**config.mk**
```make
export PLATFORM = sky130hd
export DESIGN_NAME = result_mem_writer
export DESIGN_NICKNAME = d
export VERILOG_FILES = /design/src/rtl/winocnn_pkg.sv /design/src/rtl/result_fifo.sv /design/src/rtl/result_mem_writer.sv
export SDC_FILE = /design/constraint.sdc
export NUM_CORES = 2
export LEC_CHECK = 0
export CAP_MARGIN = 5
export CORE_AREA = 10 10 601 603
export DETAILED_ROUTE_END_ITERATION = 6
export DIE_AREA = 0 0 611 613
export PLACE_DENSITY = 0.78
export SLEW_MARGIN = 20
export SYNTH_ARGS = -nofsm -noshare
export SYNTH_HDL_FRONTEND = slang
export SYNTH_MEMORY_MAX_BITS = 65536
export SYNTH_SLANG_ARGS = --single-unit
```
**constraint.sdc**
```tcl
create_clock -name clk -period 46.9 [get_ports clk]
set_input_delay 14.07 -clock clk [delete_from_list [all_inputs] [get_ports clk]]
set_output_delay 14.07 -clock clk [all_outputs]
set_load 0.005 [all_outputs]
```
**src/rtl/winocnn_pkg.sv**
```systemverilog
// rtl/winocnn_pkg.sv - shared tile geometry, tile/entry types and writer FSM states
package winocnn_pkg;

   localparam int TILE_DIM = 4;
   localparam int ELEM_W   = 32;
   localparam int WORD_W   = TILE_DIM * TILE_DIM * ELEM_W;
   localparam int ADDR_W   = 8;

   // Element [r][c] lands at bits (r*TILE_DIM+c)*ELEM_W, so a tile maps 1:1 onto a memory word
   typedef logic signed [TILE_DIM-1:0][TILE_DIM-1:0][ELEM_W-1:0] tile_t;

   typedef struct packed {
      logic [ADDR_W-1:0] addr;
      tile_t             tile;
   } fifo_entry_t;

   typedef enum logic [1:0] {
      ST_IDLE = 2'd0,
      ST_RUN  = 2'd1,
      ST_DONE = 2'd2
   } state_t;

   function automatic tile_t relu_tile(input tile_t t);
      tile_t o;
      o = t;
      for (int r = 0; r < TILE_DIM; r++) begin
         for (int c = 0; c < TILE_DIM; c++) begin
            if (t[r][c][ELEM_W-1]) o[r][c] = '0;
         end
      end
      return o;
   endfunction

endpackage

```
**src/rtl/result_fifo.sv**
```systemverilog
// rtl/result_fifo.sv - synchronous FIFO of {addr, tile} entries with full/empty flags
module result_fifo
   import winocnn_pkg::*;
#(
   parameter int FIFO_DEPTH = 4
) (
   input  logic        clk,
   input  logic        reset,
   input  logic        push,
   input  fifo_entry_t push_data,
   input  logic        pop,
   output fifo_entry_t pop_data,
   output logic        full,
   output logic        empty
);

   localparam int PTR_W = $clog2(FIFO_DEPTH);

   fifo_entry_t      store [FIFO_DEPTH];
   logic [PTR_W-1:0] wr_ptr;
   logic [PTR_W-1:0] rd_ptr;
   logic [PTR_W:0]   count;

   // Caller only pushes when not full and pops when not empty
   always_ff @(posedge clk or negedge reset) begin
      if (!reset) begin
         wr_ptr <= '0;
         rd_ptr <= '0;
         count  <= '0;
      end else begin
         if (push) wr_ptr <= wr_ptr + PTR_W'(1);
         if (pop)  rd_ptr <= rd_ptr + PTR_W'(1);
         count <= count + (PTR_W+1)'(push) - (PTR_W+1)'(pop);
      end
   end

   always_ff @(posedge clk) begin
      if (push) store[wr_ptr] <= push_data;
   end

   assign pop_data = store[rd_ptr];
   assign full     = (count == (PTR_W+1)'(FIFO_DEPTH));
   assign empty    = (count == '0);

endmodule

```
**src/rtl/result_mem_writer.sv**
```systemverilog
// rtl/result_mem_writer.sv - merges two PE tile streams into one SRAM write port
// Optional macro RESULT_RELU_EN clamps negative elements to zero at write-out.
module result_mem_writer
   import winocnn_pkg::*;
#(
   parameter int FIFO_DEPTH = 4
) (
   input  logic                clk,
   input  logic                reset,
   input  logic                start_i,
   input  logic [7:0]          block_cnt_i,
   input  tile_t               result_tile_i_1,
   input  logic [ADDR_W-1:0]   result_addr_i_1,
   input  logic                result_valid_i_1,
   output logic                result_ready_o_1,
   input  tile_t               result_tile_i_2,
   input  logic [ADDR_W-1:0]   result_addr_i_2,
   input  logic                result_valid_i_2,
   output logic                result_ready_o_2,
   output logic                mem_wen_o,
   output logic [ADDR_W-1:0]   mem_addr_o,
   output logic [WORD_W-1:0]   mem_data_o,
   output logic                busy_o,
   output logic                done_o,
   output logic [7:0]          write_cnt_o
);

   state_t      state;
   logic [7:0]  blk_cnt;
   logic [7:0]  acc_cnt;
   logic        rr_ptr;
   logic        run;
   logic        room;
   logic        last_slot;
   logic        push_1, push_2;
   logic        pop_1, pop_2;
   logic        full_1, full_2;
   logic        empty_1, empty_2;
   logic        contested;
   fifo_entry_t in_1, in_2;
   fifo_entry_t out_1, out_2;
   fifo_entry_t wr_entry;
   tile_t       wr_tile;

   assign run       = (state == ST_RUN);
   assign room      = (acc_cnt < blk_cnt);
   assign last_slot = (acc_cnt == blk_cnt - 8'd1);

   // With one slot left and both ports offering, port 1 takes it
   assign result_ready_o_1 = run && !full_1 && room;
   assign result_ready_o_2 = run && !full_2 && room &&
                             !(result_valid_i_1 && result_ready_o_1 && last_slot);

   assign push_1 = result_valid_i_1 && result_ready_o_1;
   assign push_2 = result_valid_i_2 && result_ready_o_2;

   assign in_1 = {result_addr_i_1, result_tile_i_1};
   assign in_2 = {result_addr_i_2, result_tile_i_2};

   result_fifo #(.FIFO_DEPTH(FIFO_DEPTH)) u_fifo_1 (
      .clk       (clk),
      .reset     (reset),
      .push      (push_1),
      .push_data (in_1),
      .pop       (pop_1),
      .pop_data  (out_1),
      .full      (full_1),
      .empty     (empty_1)
   );

   result_fifo #(.FIFO_DEPTH(FIFO_DEPTH)) u_fifo_2 (
      .clk       (clk),
      .reset     (reset),
      .push      (push_2),
      .push_data (in_2),
      .pop       (pop_2),
      .pop_data  (out_2),
      .full      (full_2),
      .empty     (empty_2)
   );

   assign contested = run && !empty_1 && !empty_2;

   // rr_ptr = 0 favours port 1 on the next contested cycle
   always_comb begin
      pop_1 = 1'b0;
      pop_2 = 1'b0;
      if (contested) begin
         if (rr_ptr) pop_2 = 1'b1;
         else        pop_1 = 1'b1;
      end else if (run && !empty_1) begin
         pop_1 = 1'b1;
      end else if (run && !empty_2) begin
         pop_2 = 1'b1;
      end
   end

   assign wr_entry = pop_2 ? out_2 : out_1;

`ifdef RESULT_RELU_EN
   assign wr_tile = relu_tile(wr_entry.tile);
`else
   assign wr_tile = wr_entry.tile;
`endif

   always_ff @(posedge clk or negedge reset) begin
      if (!reset) begin
         state       <= ST_IDLE;
         blk_cnt     <= '0;
         acc_cnt     <= '0;
         rr_ptr      <= 1'b0;
         mem_wen_o   <= 1'b0;
         mem_addr_o  <= '0;
         mem_data_o  <= '0;
         write_cnt_o <= '0;
      end else begin
         mem_wen_o <= pop_1 || pop_2;
         if (pop_1 || pop_2) begin
            mem_addr_o  <= wr_entry.addr;
            mem_data_o  <= wr_tile;
            write_cnt_o <= write_cnt_o + 8'd1;
         end
         if (contested) rr_ptr <= ~rr_ptr;
         acc_cnt <= acc_cnt + 8'(push_1) + 8'(push_2);

         case (state)
            ST_IDLE: begin
               if (start_i) begin
                  blk_cnt     <= block_cnt_i;
                  acc_cnt     <= '0;
                  write_cnt_o <= '0;
                  state       <= ST_RUN;
               end
            end
            ST_RUN: begin
               if (write_cnt_o == blk_cnt && empty_1 && empty_2) state <= ST_DONE;
            end
            default: state <= ST_IDLE;
         endcase
      end
   end

   assign busy_o = (state != ST_IDLE);
   assign done_o = (state == ST_DONE);

endmodule
```
==> results.sh <==
export IMPL_total_power_uw=14200
export IMPL_finClkSkew_ns=0.122
export IMPL_htree_levels=5
export IMPL_port_buffers=1585
export IMPL_synth_nets=9600
export IMPL_crit_end="result_ready_o_2"
export IMPL_relSlewSlack=0.208
export IMPL_avgRoutedWirePerCell_um=33.4
export IMPL_setup_viol=0
export IMPL_slew_violations=0
export IMPL_p_clk_frac=0.256
export IMPL_core_area_um2=349000
export IMPL_crit_path_start="result_valid_i_1"
export IMPL_clkSinkCount=4722
export IMPL_final_util=0.607
export IMPL_cts_root_buf="clkbuf_16"
export IMPL_initial_utilization=0.502
export IMPL_grt_pass1_vias=95700
export IMPL_switching_share=0.320
export IMPL_ant_nets=0
export IMPL_yosysSeqAreaShare=0.795
export IMPL_fmax_mhz=33.2
export IMPL_period_needed_ns=30.10
export IMPL_hold_viol_final=0
export IMPL_max_vdd_ir_drop_mv=0.0728
export IMPL_syn_area_um2=175000
export IMPL_fin_nets=11300
export IMPL_cts_resized=0
export IMPL_synth_edf_count=4160
export IMPL_rr_worst_depth=13
export IMPL_drive_above_1_share=0.178
export IMPL_dieArea_um2=375000
export IMPL_cts_hold_buf=0
export IMPL_grt_max_degree=141
export IMPL_synthCells=8521
export IMPL_ios=1586
export IMPL_tritoncts="built"
export IMPL_routed_wl_mm=519
export IMPL_p_int_uw=9630
export IMPL_grt_use_total=0.265
export IMPL_r2r_start="blk_cnt[1]"
export IMPL_design_area_um2=212000
export IMPL_firstDrtPassIters=6
export IMPL_drtIter0Drc=12800
export IMPL_p_leak_uw=0.0708
export IMPL_endpoint_kind="output pin"
export IMPL_clk_path_buf_depth=4
export IMPL_fin_cells=15500
export IMPL_drc=0
export IMPL_dp_cells=14400
export IMPL_critPathKind="in -> out"
export IMPL_r2r_slack_ns=38.52
export IMPL_cts_made_buffers=441
export IMPL_overflow=0
export IMPL_dpl_hpwl_mm=332
export IMPL_antenna_found_initial=355
export IMPL_post_cts_setup_buffers=0
export IMPL_setup_tns_ns=0
export IMPL_worst_pin_slew_ns=1.19
export IMPL_synthDistinctLibCells=46
export IMPL_fin_crit_sh=0.642
export IMPL_r2r_end="u_fifo_2.store[3][136]"
export IMPL_status="complete, no violations"
export IMPL_vias_per_cell=6.16
export IMPL_powerDensity_nw_per_um2=66.9
export IMPL_gp_congestion=0.887
export IMPL_worstPathMaxFanout=2
export IMPL_pwr_share_comb=0.309
export IMPL_synthArstFlopShare=0.119
export IMPL_grt_first_pass_wirelength_mm=715
export IMPL_num_rows=217
export IMPL_syn_to_final_growth_pct=21.1
export IMPL_fp_dieH_um=613
export IMPL_placed_cell_area_um2=196000
export IMPL_synth_flop_cell="edfxtp_1"
export IMPL_yosys_warnings=0
export IMPL_required_ns=32.83
export IMPL_pwr_share_seq=0.436
export IMPL_vias=95800
export IMPL_maxCapViolCount=0
export IMPL_start_kind="input pin"
export IMPL_die_x_um=611
export IMPL_p_switching_uw=4540
export IMPL_cp_arrival_ns=16.03
export IMPL_rsz0062_at_grt="false"
export IMPL_clk_pin_slew_ns=0.06
export IMPL_ys_seq_elements=4722
export IMPL_syn_area_per_cell_um2=20.5
export IMPL_clk_insertion_delay_late_ns=1.00
export IMPL_hold_class="reg -> reg"
metrics by stage:
stage	hold slack, ns	worst slack [ns]
final	0.471	16.81
after global routing	0.519	16.85
after CTS	0.472	16.88
after detailed placement	0.455	16.90
after global placement	0.445	16.86
after floorplan	0.424	18.24
flip-flops by register name, summed over array words and instances, names as in the netlist:
register	cells
acc_cnt	8
blk_cnt	8
mem_addr_o	8
mem_data_o	512
mem_wen_o	1
rr_ptr	1
state	2
u_fifo_1.count	3
u_fifo_1.rd_ptr	2
u_fifo_1.store	2080
u_fifo_1.wr_ptr	2
u_fifo_2.count	3
u_fifo_2.rd_ptr	2
u_fifo_2.store	2080
u_fifo_2.wr_ptr	2
write_cnt_o	8
how the worst min path moves through the flow:
stage               cells after the start  slack, ns  endpoint     start
floorplan                               1       0.42  state[0]  state[1]
global placement                        1       0.44  state[0]  state[1]
detailed placement                      1       0.46  state[0]  state[1]
CTS                                     1       0.47  state[0]  state[1]
global route                            1       0.52  state[0]  state[1]
finish                                  1       0.47  state[0]  state[1]
cells in the final DEF, fill, tap and decap left out, types with 6 or more instances in the layout:
| cell | count |
|---|---|
| edfxtp_1 | 4160 |
| clkdlybuf4s50_1 | 1584 |
| nand2_1 | 1061 |
| mux4_2 | 1040 |
| dfrtp_1 | 558 |
| nor2_1 | 539 |
| a31oi_1 | 521 |
| clkbuf_16 | 442 |
| diode_2 | 322 |
| buf_4 | 131 |
| clkbuf_1 | 96 |
| clkinv_2 | 95 |
| clkinv_1 | 69 |
| clkbuf_8 | 63 |
| bufinv_16 | 37 |
| xnor2_1 | 23 |
| ha_1 | 23 |
| inv_1 | 22 |
| clkinv_16 | 18 |
| buf_12 | 18 |
| xor2_1 | 15 |
| o21ai_0 | 11 |
| nand3_1 | 10 |
| and2_4 | 8 |
| nand4_1 | 7 |
| nor2b_1 | 6 |
| a21oi_1 | 6 |
| nor3_1 | 6 |
per-layer routing:
layer	wire (um)	track usage
met4	42700	0.196
met1	168000	0.316
met3	53700	0.0670
met5	554	0
met2	255000	0.421
kinds of logic after synthesis:
family / share of synthesized area
compound gates: 0.0196
xor+xnor: 0.00190
fa+ha+maj: 0.00199
buf+inv: 0.0111
flops: 0.795
mux: 0.134
simple gates: 0.0363
synthesized netlist by cell type, types with 3 or more instances:
library cell	number	area share
edfxtp_1	4160	0.71
nand2_1	1061	0.023
mux4_2	1040	0.13
dfrtp_1	562	0.080
nor2_1	540	0.012
a31oi_1	521	0.019
clkbuf_1	352	0.0076
buf_2	70	0.0020
buf_1	45	0.00097
ha_1	23	0.0016
inv_1	23	0.00049
xnor2_1	23	0.0012
xor2_1	15	0.00075
o21ai_0	11	0.00031
nand3_1	10	0.00029
and2_1	9	0.00032
nand4_1	7	0.00025
a21oi_1	6	0.00017
nor2b_1	6	0.00021
nor3_1	6	0.00017
fa_1	3	0.00034
critical path, cell delays in order:
cell	delay (ns)
clkdlybuf4s50_1	0.50
nand4_1	0.18
a2111oi_4	0.08
nor3b_1	0.55
clkdlybuf4s50_1	0.65
power by group through the flow:
stage                     logic (uW)  registers (uW)  clock network [uW]
final                           4370            6170                3620
after global routing            4630            6230                3820
after CTS                       4410            6150                3650
after detailed placement        4350            6210                   0
after global placement          4270            6140                   0
after floorplan                 2520            6520                   0
layout make-up:
type | count | area (um^2)
multi-input cells | 3306 | 33900
clock buffers | 601 | 12300
repair buffers | 1736 | 17300
clock inverters | 236 | 2590
diodes | 322 | 806
flip-flops and latches | 4722 | 139000
fillers | 23200 | 137000
well taps | 4599 | 5750
inverters | 24 | 105
(Power assumes the default switching activity.)
